## config.mk

```make
export PLATFORM = sky130hd
export DESIGN_NAME = alu_writeback
export DESIGN_NICKNAME = d
export VERILOG_FILES = /design/src/rtl/alu_writeback.sv
export SDC_FILE = /design/constraint.sdc
export NUM_CORES = 1
export LEC_CHECK = 0
export ABC_AREA = 1
export CAP_MARGIN = 10
export CORE_MARGIN = 2
export CORE_UTILIZATION = 45
export DETAILED_ROUTE_END_ITERATION = 12
export HOLD_SLACK_MARGIN = 0.02
export PLACE_DENSITY_LB_ADDON = 0.2
export SLEW_MARGIN = 25
export SYNTH_ARGS = -nofsm -noshare
export SYNTH_HDL_FRONTEND = slang
export SYNTH_SLANG_ARGS = --single-unit
```

## constraint.sdc

```tcl
create_clock -name clk -period 2.5 [get_ports clk]
set_input_delay 0.75 -clock clk [delete_from_list [all_inputs] [get_ports clk]]
set_output_delay 0.75 -clock clk [all_outputs]
set_load 0.05 [all_outputs]
```

## src/rtl/alu_writeback.sv

```systemverilog
// alu_writeback: one-entry writeback stage committing ALU results into a 4x8 register file and Z/C flags
module alu_writeback (
    input  logic       clk,
    input  logic       rst_n,
    input  logic       i_wb_valid,
    output logic       o_wb_ready,
    input  logic [2:0] i_wb_mode,
    input  logic [1:0] i_wb_dest,
    input  logic [7:0] i_wb_result,
    input  logic       i_wb_zero,
    input  logic       i_wb_carry,
    input  logic       i_stall_in,
    input  logic [1:0] i_rd_a_addr,
    input  logic [1:0] i_rd_b_addr,
    output logic [7:0] o_rd_a_data,
    output logic [7:0] o_rd_b_data,
    output logic       o_flag_z,
    output logic       o_flag_c,
    output logic       o_commit_valid,
    output logic [1:0] o_commit_dest,
    output logic [7:0] o_commit_data,
    output logic [7:0] o_retired_count
);
    logic       r_s1_valid;
    logic [2:0] r_s1_mode;
    logic [1:0] r_s1_dest;
    logic [7:0] r_s1_result;
    logic       r_s1_zero;
    logic       r_s1_carry;
    logic [7:0] r_regs [4];
    logic       r_flag_z;
    logic       r_flag_c;
    logic [7:0] r_retired;
    logic       w_commit;
    logic       w_accept;
    logic       w_wr_reg;
    logic       w_wr_z;
    logic       w_wr_c;
    logic       w_z_next;

    // in reset the stage advertises ready and never commits, even before s1 is cleared
    assign o_wb_ready     = !rst_n || !r_s1_valid || !i_stall_in;
    assign w_commit       = rst_n && r_s1_valid && !i_stall_in;
    assign w_accept       = i_wb_valid && o_wb_ready;
    // add/sub/and/or/xor write the register file; compare and 110/111 only retire
    assign w_wr_reg       = w_commit && (r_s1_mode != 3'd2) && (r_s1_mode < 3'd6);
    assign w_wr_z         = w_commit && (r_s1_mode < 3'd6);
    assign w_wr_c         = w_commit && (r_s1_mode < 3'd3);
    // only compare trusts the ALU zero output; every other mode derives Z from the result
    assign w_z_next       = (r_s1_mode == 3'd2) ? r_s1_zero : (r_s1_result == 8'h00);
    assign o_rd_a_data    = (w_wr_reg && r_s1_dest == i_rd_a_addr) ? r_s1_result : r_regs[i_rd_a_addr];
    assign o_rd_b_data    = (w_wr_reg && r_s1_dest == i_rd_b_addr) ? r_s1_result : r_regs[i_rd_b_addr];
    assign o_flag_z       = r_flag_z;
    assign o_flag_c       = r_flag_c;
    assign o_commit_valid = w_commit;
    assign o_commit_dest  = r_s1_dest;
    assign o_commit_data  = r_s1_result;
    assign o_retired_count = r_retired;

    // holding register: reload on accept (possibly while committing), empty on a bare commit
    always_ff @(posedge clk) begin
        if (!rst_n) begin
            r_s1_valid  <= 1'b0;
            r_s1_mode   <= '0;
            r_s1_dest   <= '0;
            r_s1_result <= '0;
            r_s1_zero   <= 1'b0;
            r_s1_carry  <= 1'b0;
        end else if (w_accept) begin
            r_s1_valid  <= 1'b1;
            r_s1_mode   <= i_wb_mode;
            r_s1_dest   <= i_wb_dest;
            r_s1_result <= i_wb_result;
            r_s1_zero   <= i_wb_zero;
            r_s1_carry  <= i_wb_carry;
        end else if (w_commit) begin
            r_s1_valid  <= 1'b0;
        end
    end

    // register file write on register-writing commits
    always_ff @(posedge clk) begin
        if (!rst_n) begin
            for (int i = 0; i < 4; i++) r_regs[i] <= 8'h00;
        end else if (w_wr_reg) begin
            r_regs[r_s1_dest] <= r_s1_result;
        end
    end

    // architectural flags and the retire counter
    always_ff @(posedge clk) begin
        if (!rst_n) begin
            r_flag_z  <= 1'b0;
            r_flag_c  <= 1'b0;
            r_retired <= 8'h00;
        end else begin
            if (w_wr_z) r_flag_z <= w_z_next;
            if (w_wr_c) r_flag_c <= r_s1_carry;
            if (w_commit) r_retired <= r_retired + 8'd1;
        end
    end
endmodule
```

# Word level (Yosys, flattened, before mapping)
# Memories as Yosys holds them, arrays and structs flattened.
# Index checks and enable logic that the tools add are counted.
# op_classes
add_sub_neg	1
n_lt_le_gt_ge	2
n_eq_ne	4
n_mux	12
reduce_logical	17
# op_table
op	n
$mux 8	3
$logic_and 1x1->1	9
$add 8x1->8 const B	1
$logic_not 8->1	1
$mux 1	8
$reduce_or 8->1	1
$eq 2x2->1	2
$eq 3x2->1 const B	1
$logic_not 1->1	3
$lt 3x2->1 const B	1
$lt 3x3->1 const B	1
$ne 3x2->1 const B	1
$logic_or 1x1->1	2
$mux 2	1
$reduce_bool 2->1	1
# word_totals
reg_bits	26
mem_bits_rw	32
inputBits	23
out_inout_bits	38
n_memories	1
# mem_list
memory	words	word_bits	read_ports	rd_clocked_by_memory_dff	wr	line	rtl
r_regs	4	8	2	0	4	30	logic [7:0] r_regs [4];

# Depth between registers and ports, before layout
# logic_depth
depth_word	9
ltp_mapped	8
mapped_depth_nobuf	7

# Least setup slack after synthesis
# Ideal clock, no wire load.
# synth_path
path_type	input-to-output
start	input port rst_n
end	output port o_rd_a_data[6]
arrival_time_ns	2.237
slack_ns	-0.487
path_stages	7
n_path_buf	1
cell_sequence	nand2_1 nor2_2 o21ai_2 nor2_4 buf_2 nand3_1 nand2_1
# synth_between
elab_chain_len	6
# synth_lines
element	line	rtl
from (decl)	4	input logic rst_n,
$logic_and 1x1->1 (2 in series)	43	assign w_commit = rst_n && r_s1_valid && !i_stall_in;
via o_commit_valid	19	output logic o_commit_valid,
$logic_and 1x1->1 (2 in series)	46	assign w_wr_reg = w_commit && (r_s1_mode != 3'd2) && (r_s1_mode < 3'd6);
$logic_and 1x1->1	51	assign o_rd_a_data = (w_wr_reg && r_s1_dest == i_rd_a_addr) ? r_s1_result : r_regs[i_rd_a_addr];
$mux 8	51	
to (decl)	15	output logic [7:0] o_rd_a_data,
# The timed path passes the listed nets, and every way through them passes these cells.

# Worst setup path after layout
# layout_path
start	input port rst_n
end	output port o_rd_b_data[3]
# layout_between
elab_chain_len	6
# layout_lines
element	line	rtl
$logic_and 1x1->1 (2 in series)	43	
$logic_and 1x1->1 (2 in series)	46	
$logic_and 1x1->1	52	assign o_rd_b_data = (w_wr_reg && r_s1_dest == i_rd_b_addr) ? r_s1_result : r_regs[i_rd_b_addr];
$mux 8	52	
to (decl)	16	output logic [7:0] o_rd_b_data,
# Every way passes these cells.

==> results.md <==
* TritonCTS clock tree: built
* Yosys reg bits at 58
* Combinational share of power at 0.243
* CTS Buffer Depth at 2
* Seq pwr share at 0.374
* Hold Crit Class: reg2reg
* RSZ-0062 raised after global routing: true
* Register area at 1480 um^2
* Initial core utilization at 0.462
* Post-Synthesis Cells at 428
* Startpoint types: primary input
* Fillers at 442
* Final TNS setup at -2.24 ns
* Status: complete, but fails checks
* Hpwl dp at 6.40 mm
* Cell Area, Synth at around 3100 um^2
* Setup Skew at between 0.01 and 0.015 ns
* Slew Limit Fails at 0
* Sw frac at 0.282
* Vias per cell at 5.31
* Worst Hold Launch: r_s1_zero
* P&R area growth vs syn at 61.2%
* Switching pwr at 823 uW
* Failing checks: setup timing
* Max_slew headroom at 0.623
* FMAX at roughly 380 MHz
* Synth Warn # at 0
* Layout cells sized above 1 at 0.275
* Critical Path Fanout Max at 8
* Seq/Total Area, Yosys at 0.477
* Mapped Nets at 452
* Die height at 87.1 um
* Initial drt markers at 239
* Clk pwr share at 0.383
* FF-to-FF Start: o_commit_dest[1]
* Per-cell routed wire length at 15.8 um
* # clock sinks at 58
* Final Cycle Share at 1.06
* Syn_area_per_cell at 7.26 um^2
* Worst Setup Slack, final at -0.161 ns
* Pre-CTS WS at -0.603 ns
* Hold_buf cts at 0
* PortBufs at 60
* Worst-path clk slew at 0.07 ns
* Distinct cells, synth at 25
* Final setup vio count at 16
* Endpoints failing hold at 0
* Largest net degree at the start of global routing at 33
* P_int at between 2 and 2.5 mW
* Gp weighted congestion at approximately 0.83
* Global-route usage over all layers at 0.256
* Critical Path End Type: primary output
* Commonest non-fill, non-tap cells in the layout: 103 x nand2_1, 50 x o21ai_0, 44 x inv_1, 41 x nor2_1, 34 x clkdlybuf4s50_1
* CORE AREA at 6720 um^2
* Die area at 7580 um^2
* Post-route ant nets at 0
* Area of the multi-input gates at 1800 um^2
* Worst R2R Setup Slack at 0.63 ns
* Antenna violations before repair at 0
* 1st-pass router iterations at 5
* H-tree levels at 3
* Final nets at roughly 540
* Num CTS Buffers at 9
* Via count at roughly 3,200
* Max rail drop VDD at 445 uV
* Most common library cell in the layout ignoring fill and taps: nand2_1
* Worst Tran Pin Value at about 0.57 ns
* Rows at 30
* Overflow left after global routing at 0
* Io pins at 61
* Drt total wl at 9.52 mm
* Root buffer cell: clkbuf_8
* Post-Route Utilization at 0.745
* DRC at 0
* Leak at about 2 nW
* Die width at a little under 90 um
* Worst setup path startpoint: rst_n
* # diodes at 0
* First-pass GRT wire length at 14.8 mm
* WP data arrival at 1.91 ns
* Final period demand of the worst path at 2.66 ns
* Clk Latency, worst-skew pair at around 0.33 ns
* Setup CP Type: in2out
* Worst Path Required at 1.75 ns
* MaxCap Viol Count at 0
* Vias in the first global route at 3,170
* Power per cell area at about 600 nW/um^2
## power by group through the flow
stage          registers [mW]  logic [mW]  clock network, mW
6_report                 1.09       0.710               1.12
5_1_grt                  1.10       0.750               1.18
4_1_cts                  1.09       0.686               1.13
3_5_place_dp             1.10       0.614                  0
3_3_place_gp             1.10       0.604                  0
2_1_floorplan            1.14       0.320                  0
## flip-flops by register name, summed over array words and instances (netlist names)
name / flops
r_s1_zero: 1
r_s1_carry: 1
r_s1_mode: 3
r_regs: 32
o_commit_dest: 2
o_flag_z: 1
o_retired_count: 8
o_commit_data: 8
r_s1_valid: 1
o_flag_c: 1
## synth_stat cells
master | number | area [um^2]
a21oi_1 | 17 | 85.1
and3_1 | 1 | 6.26
buf_2 | 6 | 30.0
buf_6 | 1 | 11.3
clkbuf_1 | 12 | 45.0
clkinv_1 | 1 | 3.75
dfxtp_1 | 26 | 521
edfxtp_1 | 32 | 961
ha_1 | 1 | 12.5
inv_1 | 46 | 173
inv_2 | 1 | 3.75
nand2_1 | 139 | 522
nand2_2 | 1 | 6.26
nand3_1 | 28 | 140
nand3_4 | 2 | 35.0
nand4_1 | 2 | 12.5
nor2_1 | 42 | 158
nor2_2 | 2 | 12.5
nor2_4 | 1 | 11.3
nor3_1 | 9 | 45.0
o21ai_0 | 50 | 250
o21ai_1 | 2 | 10.0
o21ai_2 | 1 | 8.76
o21bai_1 | 1 | 7.51
xor2_1 | 4 | 35.0
## layout make-up
class	count	share of cell area
sequential	58	0.296
inverter	48	0.0375
clock buffer	10	0.0255
multi-input combinational	303	0.359
clock inverter	6	0.0258
tap	80	0.0200
timing repair buffer	99	0.237
## through the flow
stage | hold slack, ns | cell area (um^2) | cells | total power [mW]
floorplan | 0.430 | 3380 | 428 | 1.46
global placement | 0.448 | 4350 | 577 | 1.71
detailed placement | 0.459 | 4350 | 577 | 1.72
CTS | 0.469 | 4930 | 602 | 2.91
global route | 0.481 | 5000 | 604 | 3.03
finish | 0.459 | 5000 | 604 | 2.92
## cells by family after synthesis
kind of cell | share of synthesized area
buffers and inverters | 0.0858
DFF | 0.477
AOI/OAI and AO/OA | 0.116
xor gates and xnor gates | 0.0113
adders and majority gates | 0.00403
and+or+nand+nor | 0.305
## timing repair
action / 4_1_cts / 5_1_grt
endpoints found under the hold margin: 0 / 0
resized for setup: 72 / 13
setup buffers: 8 / 2
setup endpoints to repair: 18 / 16
gates cloned: 1 / 0
pin swaps: 12 / 5
## per-layer routing
layer  global-route usage  vias up  wire length, um
met4                0.141        0              339
li1                     -     1558                -
met3               0.0502       27              577
met1                0.287     1494             3740
met2                0.454      130             4860
met5                    0        -                0
## worst max-delay path, stage by stage
cell	delay (ns)
buf_8	0.08
nand2_4	0.05
nor2_4	0.12
o21ai_4	0.08
nor2_4	0.22
buf_12	0.17
nand2_8	0.12
nand2_8	0.11
nand2_8	0.06
buf_12	0.15
## final timing paths
kind	end	cells after the start
worst max-delay path	o_rd_b_data[3]	10
worst min-delay path	r_s1_zero	2
worst max register to register	r_regs[2][5]	5
worst min register to register	r_s1_zero	2
Power figures use the tool's default switching activity.
